$ cat src/rtl/spi_slave_burst.sv
// SPI slave, WIDTH-bit words, all CPOL/CPHA modes, multi-word bursts per select.
// Define SPI_SLAVE_BURST_WCOUNT_EN to add the saturating wcount output.
module spi_slave_burst #(
  parameter int WIDTH     = 8,
  parameter int LSB_FIRST = 0,
  parameter int SYNC      = 2
) (
  input  logic             clk,
  input  logic             reset,
  input  logic             cpol,
  input  logic             cpha,
  input  logic             select,
  input  logic             mclk,
  input  logic             mosi,
  output logic             miso,
  input  logic [WIDTH-1:0] din,
  output logic [WIDTH-1:0] dout,
  output logic             start,
  output logic             done,
  output logic             busy,
  output logic             abort
`ifdef SPI_SLAVE_BURST_WCOUNT_EN
  ,
  output logic [15:0]      wcount
`endif
);

  localparam int CW = $clog2(WIDTH + 1);
  localparam logic [CW-1:0] LAST = CW'(WIDTH - 1);

  typedef enum logic [1:0] {
    IDLE,
    LOAD,
    SHIFT,
    DONE
  } state_t;

  state_t           state_q;
  logic [SYNC-1:0]  mclk_q;
  logic [SYNC-1:0]  mosi_q;
  logic [SYNC-1:0]  sel_q;
  logic             mclk_prev_q;
  logic             sel_prev_q;
  logic             cpol_q;
  logic             cpha_q;
  logic [WIDTH-1:0] tx_q;
  logic [WIDTH-1:0] rx_q;
  logic [WIDTH-1:0] tx_d;
  logic [WIDTH-1:0] rx_d;
  logic [CW-1:0]    cnt_q;

  logic mclk_s;
  logic mosi_s;
  logic sel_s;
  logic rise;
  logic fall;
  logic lead;
  logic trail;
  logic samp;
  logic shft;
  logic sel_rise;
  logic first_bit;
  logic next_bit;

  assign mclk_s   = mclk_q[SYNC-1];
  assign mosi_s   = mosi_q[SYNC-1];
  assign sel_s    = sel_q[SYNC-1];
  assign rise     = mclk_s & ~mclk_prev_q;
  assign fall     = ~mclk_s & mclk_prev_q;
  assign lead     = cpol_q ? fall : rise;
  assign trail    = cpol_q ? rise : fall;
  assign samp     = cpha_q ? trail : lead;
  assign shft     = cpha_q ? lead : trail;
  assign sel_rise = sel_s & ~sel_prev_q;

  always_comb begin
    rx_d = '0;
    tx_d = '0;
    if (LSB_FIRST != 0) begin
      rx_d = {mosi_s, rx_q[WIDTH-1:1]};
      tx_d = {1'b0, tx_q[WIDTH-1:1]};
    end else begin
      rx_d = {rx_q[WIDTH-2:0], mosi_s};
      tx_d = {tx_q[WIDTH-2:0], 1'b0};
    end
  end

  assign first_bit = (LSB_FIRST != 0) ? din[0] : din[WIDTH-1];
  assign next_bit  = (LSB_FIRST != 0) ? tx_d[0] : tx_d[WIDTH-1];

  always_ff @(posedge clk or posedge reset) begin
    if (reset) begin
      mclk_q      <= '0;
      mosi_q      <= '0;
      sel_q       <= '0;
      mclk_prev_q <= 1'b0;
      sel_prev_q  <= 1'b0;
    end else begin
      mclk_q      <= {mclk_q[SYNC-2:0], mclk};
      mosi_q      <= {mosi_q[SYNC-2:0], mosi};
      sel_q       <= {sel_q[SYNC-2:0], select};
      mclk_prev_q <= mclk_s;
      sel_prev_q  <= sel_s;
    end
  end

  always_ff @(posedge clk or posedge reset) begin
    if (reset) begin
      state_q <= IDLE;
      cpol_q  <= 1'b0;
      cpha_q  <= 1'b0;
      tx_q    <= '0;
      rx_q    <= '0;
      cnt_q   <= '0;
      miso    <= 1'b0;
      dout    <= '0;
      start   <= 1'b0;
      done    <= 1'b0;
      busy    <= 1'b0;
      abort   <= 1'b0;
`ifdef SPI_SLAVE_BURST_WCOUNT_EN
      wcount  <= '0;
`endif
    end else begin
      start <= 1'b0;
      done  <= 1'b0;
      abort <= 1'b0;
      unique case (state_q)
        IDLE: begin
          busy <= 1'b0;
          if (sel_rise) begin
            cpol_q  <= cpol;
            cpha_q  <= cpha;
            start   <= 1'b1;
            state_q <= LOAD;
`ifdef SPI_SLAVE_BURST_WCOUNT_EN
            wcount  <= '0;
`endif
          end
        end
        LOAD: begin
          if (!sel_s) begin
            abort   <= 1'b1;
            busy    <= 1'b0;
            state_q <= IDLE;
          end else begin
            tx_q    <= din;
            rx_q    <= '0;
            miso    <= first_bit;
            cnt_q   <= '0;
            busy    <= 1'b1;
            state_q <= SHIFT;
          end
        end
        SHIFT: begin
          // A completing sample beats a simultaneous select drop.
          if (samp && cnt_q == LAST) begin
            rx_q    <= rx_d;
            dout    <= rx_d;
            done    <= 1'b1;
            busy    <= 1'b0;
            state_q <= DONE;
`ifdef SPI_SLAVE_BURST_WCOUNT_EN
            if (wcount != 16'hFFFF) wcount <= wcount + 16'd1;
`endif
          end else if (!sel_s) begin
            abort   <= 1'b1;
            busy    <= 1'b0;
            state_q <= IDLE;
          end else if (samp) begin
            rx_q  <= rx_d;
            cnt_q <= cnt_q + CW'(1);
          end else if (shft && cnt_q != '0) begin
            // cnt==0 shift edges: cpha=1 first lead, or stale trail of last word
            tx_q <= tx_d;
            miso <= next_bit;
          end
        end
        DONE: begin
          if (sel_s) begin
            start   <= 1'b1;
            state_q <= LOAD;
          end else begin
            state_q <= IDLE;
          end
        end
        default: state_q <= IDLE;
      endcase
    end
  end

endmodule

$ cat config.mk
export PLATFORM = sky130hd
export DESIGN_NAME = spi_slave_burst
export DESIGN_NICKNAME = d
export VERILOG_FILES = /design/src/rtl/spi_slave_burst.sv
export SDC_FILE = /design/constraint.sdc
export NUM_CORES = 1
export LEC_CHECK = 0
export CORE_MARGIN = 5
export CORE_UTILIZATION = 55
export CTS_CLUSTER_DIAMETER = 150
export DETAILED_ROUTE_END_ITERATION = 16
export HOLD_SLACK_MARGIN = 0.1
export PLACE_DENSITY = 0.79
export SYNTH_ARGS = -nofsm -noshare
export SYNTH_HDL_FRONTEND = slang
export SYNTH_SLANG_ARGS = --single-unit
$ cat constraint.sdc
create_clock -name clk -period 3.1 [get_ports clk]
set_input_delay 0.465 -clock clk [delete_from_list [all_inputs] [get_ports clk]]
set_output_delay 0.465 -clock clk [all_outputs]
set_load 0.02 [all_outputs]
---- Word-level counts from Yosys, hierarchy flattened ----
Index checks and enable logic that the tools add are counted.
W data, S select, Z words.
word-level totals
  bits in registers ....................... 43
  input port bits ......................... 15
  output and inout port bits .............. 13
  logic and storage cells ................. 94
cells by class
  $add $sub $neg .......................... 1
  equality and inequality tests ........... 14
  mux-type cells .......................... 43
  bitwise operators ....................... 6
  reduce and logical (&&, ||, !) cells .... 13
operators by type and width
  cell                   count
  $mux W7                9
  $pmux W7 S2            2
  $mux W1                18
  $mux W4                4
  $ne A2 B2 Y1 const B   7
  $ne A3 B3 Y1 const B   3
  $mux W2                4
  $pmux W2 S4            1
  $pmux W4 S2            1
  $reduce_and A2 Y1      4
  $pmux W1 S2            3
  $reduce_and A6 Y1      1
  $reduce_and A5 Y1      1
  $add A4 B1 Y4 const B  1
  $eq A2 B2 Y1 const B   2
  $eq A4 B3 Y1 const B   1
  $reduce_and A4 Y1      1
  $reduce_bool A4 Y1     1
  $and A1 B1 Y1          3
  $not A1 Y1             3
  $pmux W1 S3            1
  $reduce_bool A3 Y1     1
  $eq A2 B1 Y1 const B   1
  $logic_and A1 B1 Y1    2
  other kinds (2)        2

---- Logic depth before layout (Yosys ltp) ----
  depth after elaboration ................. 10
  gate-level depth with buffers ........... 7
  mapped depth without buffers ............ 6

---- Least setup slack after synthesis ----
Ideal clock, no wire load.
  path type ............................... register to register
  from .................................... register state_q[0]
  to ...................................... register miso
  setup time .............................. 0.125 ns
  arrival ................................. 1.713 ns
  data required time ...................... 2.975 ns
  path slack .............................. 1.262 ns
  cell stages (with the launch flop) ...... 7
  path buffers ............................ 2
  period minus slack after synthesis ...... 1.838 ns
  cells stage by stage .................... dfrtp_1 inv_1 ha_1 buf_2 clkbuf_1 mux2_2 mux2_4
between the ends
  cells in the longest elaborated chain, start to end .. 3
  elaborated cells between the ends (all ways) .. 10
  those cells by class .................... eq/ne (7); mux (1); reduce/logical (2)
ends and longest elaborated chain
  what                                                                        line  source
  from (decl)                                                                 38    state_t state_q;
  from (signal assigned)                                                      109   state_q <= IDLE;
  from (signal assigned)                                                      135   state_q <= LOAD;
  from (signal assigned)                                                      145   state_q <= IDLE;
  $eq A2 B2 Y1 / $eq A2 B1 Y1 (equally long branches)                         128   unique case (state_q)
  $ne A2 B2 Y1 (no source line) / $reduce_bool A2 Y1 (equally long branches)  -
  $reduce_and A6 Y1 (no source line)                                          -
  to (signal assigned)                                                        149   miso <= first_bit;
  to (signal assigned)                                                        176   miso <= next_bit;
  to (decl)                                                                   15    output logic miso,
Parallel ways exist; a longest one is shown, timed or not.
A chain may end at the register's enable or synchronous reset.

---- Worst setup path in the final report ----
Same ends and word-level chain as after synthesis.

==> flow_summary.ini <==
[run_status]
outcome = finished, final reports clean

[global_route]
use_met2_pct = 30.77
met3_usage_pct = 5.036
busiest_layer = met2
grt_antenna_before_repair = 0
grt.overflow.total = 0
grt.total_usage_pct = 16.92
grt_pass1_wl_mm = 6.603
use_met1_pct = 18.62
grt_start_max_net_pins = 44
first_global_vias = 1448

[placement]
numPlacedInstances = 219
dp_hpwl_mm = 2.780
dpl_cell_area_um2 = 2318
io_buffers = 27
place_congestion = 0.8945

[detailed_routing]
dr.first_iter.drc_count = 119
ant_nets = 0
drt_wl_total_mm = 3.780
drt-vias-per-instance = 5.573
drt_pass1_iterations = 4
vias = 1265
drc = 0
wl_per_cell_um = 16.65

[timing]
tightest_slew_ps = 669.5
relSlewSlack_pct = 55.37
fin_crit_sh_pct = 78.99
fin_skew_ps = 2.512
max_freq_mhz = 408.4
fin_crit_ps = 2449
final-hold-violation-count = 0
maxSlewViolCount = 0
rsz0062_at_grt = no
setup_viol = 0
tns_ps = 0
whs_ps = 365.7

[die]
dieArea_um2 = 4941
rows = 22
io_pins = 28
die_h_um = 70.30
start_util_pct = 55.87
fp.dieW_um = 70.30
core_um2 = 3578

[hold_path]
hold_end = sel_q[1]
hp-class = flip-flop to flip-flop
min_from = sel_q[0]
worstHoldPathCells = 0

[clock_tree]
insertion_delay_ps = 340
clkSlewWorstSetupHoldPaths_ps = 120
clockRootBuffer = clkbuf_4
cts_max_path_buffers = 2
cts_tree = done
htreeDepth = 2
cts_resized = 0
cts_buffers = 5
cts-hold-fix-buffers = 0
post-cts-setup-buffer-count = 0
clkSinkCount = 43

[setup_path]
slowest_stage = ha_1
cp_num_cells = 5
r2r_start = state_q[0]
cp-end-kind = flip-flop
worstPathBufferInverterCount = 1
regToRegSetupSlack_ps = 650
r2r_end = miso
crit_family = adder cells
arrival_ps = 2690
critPathKind = flip-flop to flip-flop
cp_max_fo = 19
required_ps = 3340
cpPeakStageDelay_ps = 600
worstSetupStartpointType = flip-flop
worstPathCellList = inv_1 > ha_1 > or2_0 > a21boi_4 > mux2_4
reg2reg_depth = 5

[synthesis]
seq_area_frac_synth_pct = 53.82
avgSynthCellArea_um2 = 13.60
yosys_warnings = 0
synth_nets = 170
synth-seq-cells = 43
netlist-cell-type-count = 37
syn-cell-area_um2 = 1999
syn_inst = 147

[layout]
area.growth.synth_to_final_pct = 20.28
final_cell_mix = 43 x dfrtp_1, 27 x clkdlybuf4s50_1, 16 x mux2_2
finalInstanceArea_um2 = 2405
diodes = 0
final_cells = 227
post_route_cells_drive_above_1_share_pct = 22.35
final_common_cell = dfrtp_1
seq_area_um2 = 1076
multi_input_area_um2 = 874.6
fill_cells = 268
fin_nets = 201

[power_and_ir_drop]
leakagePower_nw = 1.113
powerDensity_nw_per_um2 = 698.4
irDropWorstVdd_uv = 424.5

[flow_run]
drv_cap = 0
-- per-stage QoR --
step / total power, mW / utilization, % / setup slack, ps
after floorplan: 1.170 / - / 1262
after global placement: 1.293 / 64.79 / 829.8
after detailed placement: 1.327 / 64.79 / 664.1
after CTS: 1.690 / 67.20 / 656.4
after global routing: 1.777 / 67.20 / 488.3
final: 1.680 / 67.20 / 651.3
-- sequential cells by signal, indices dropped and copies added, names as in the netlist --
name	flops
mclk_prev_q	1
abort	1
sel_prev_q	1
state_q	2
mclk_q	2
dout	8
busy	1
cpol_q	1
done	1
miso	1
sel_q	2
cpha_q	1
rx_q	7
tx_q	7
cnt_q	4
mosi_q	2
start	1
-- report_power, final --
group	switching (mW)	total (mW)	internal, mW
logic	0.282	0.583	0.301
clock network	0.172	0.362	0.191
registers	0.0745	0.734	0.660
-- synthesized netlist by cell type (all sizes together) --
cell	n	area [um2]
mux2	27	334.1
clkbuf	1	3.750
o31ai	1	7.510
o2111ai	1	8.760
inv	8	30.03
o22ai	1	6.260
a211o	1	8.760
a21o	1	8.760
nand3b	2	15.01
o21ai	4	20.02
xnor2	1	16.27
nor2	4	31.28
o311ai	2	17.52
nor2b	1	6.260
nand2b	3	18.77
mux2i	3	33.78
a21boi	2	26.28
buf	3	15.01
o211ai	4	40.03
nor3	2	10.01
nand3	3	15.01
nor3b	1	7.510
and3b	1	8.760
a32o	7	70.07
dfrtp	43	1076
o2111a	1	11.26
a21oi	2	10.01
o211a	1	10.01
nand2	7	26.28
ha	8	100.1
or2	1	6.260
-- logic make-up (layout without fill, tap and decap cells) --
family,Yosys count,in the layout,synth area share [%]
flip-flops,43,43,53.82
AND/OR/NAND/NOR,25,25,7.260
AO/OA/AOI/OAI,28,28,12.27
multiplexers,30,30,18.40
buffers and inverters,12,44,2.440
XOR/XNOR,1,1,0.8137
adder cells (fa/ha/maj),8,8,5.006
-- layout make-up --
type / instances / share of cell area [%]
Sequential cell: 43 / 44.74
Inverter: 8 / 1.249
Timing Repair Buffer: 28 / 11.55
Clock buffer: 6 / 2.133
Tap cell: 48 / 2.497
Clock inverter: 2 / 1.457
Multi-Input combinational cell: 92 / 36.37
-- routing by layer --
layer / part of all wire, % / wire (um)
met3: 4.3 / 163
met2: 54 / 2034
met4: 1.2 / 46
met5: 0 / 0
met1: 41 / 1536
-- worst max path at each step --
stage               startpoint       to  slack [ps]
floorplan           state_q[0]     miso        1260
global placement    state_q[0]     miso         830
detailed placement  state_q[0]     miso         660
CTS                 state_q[0]     miso         660
global route        state_q[0]  tx_q[6]         490
finish              state_q[0]     miso         650
Power figures use the tool's default switching activity.
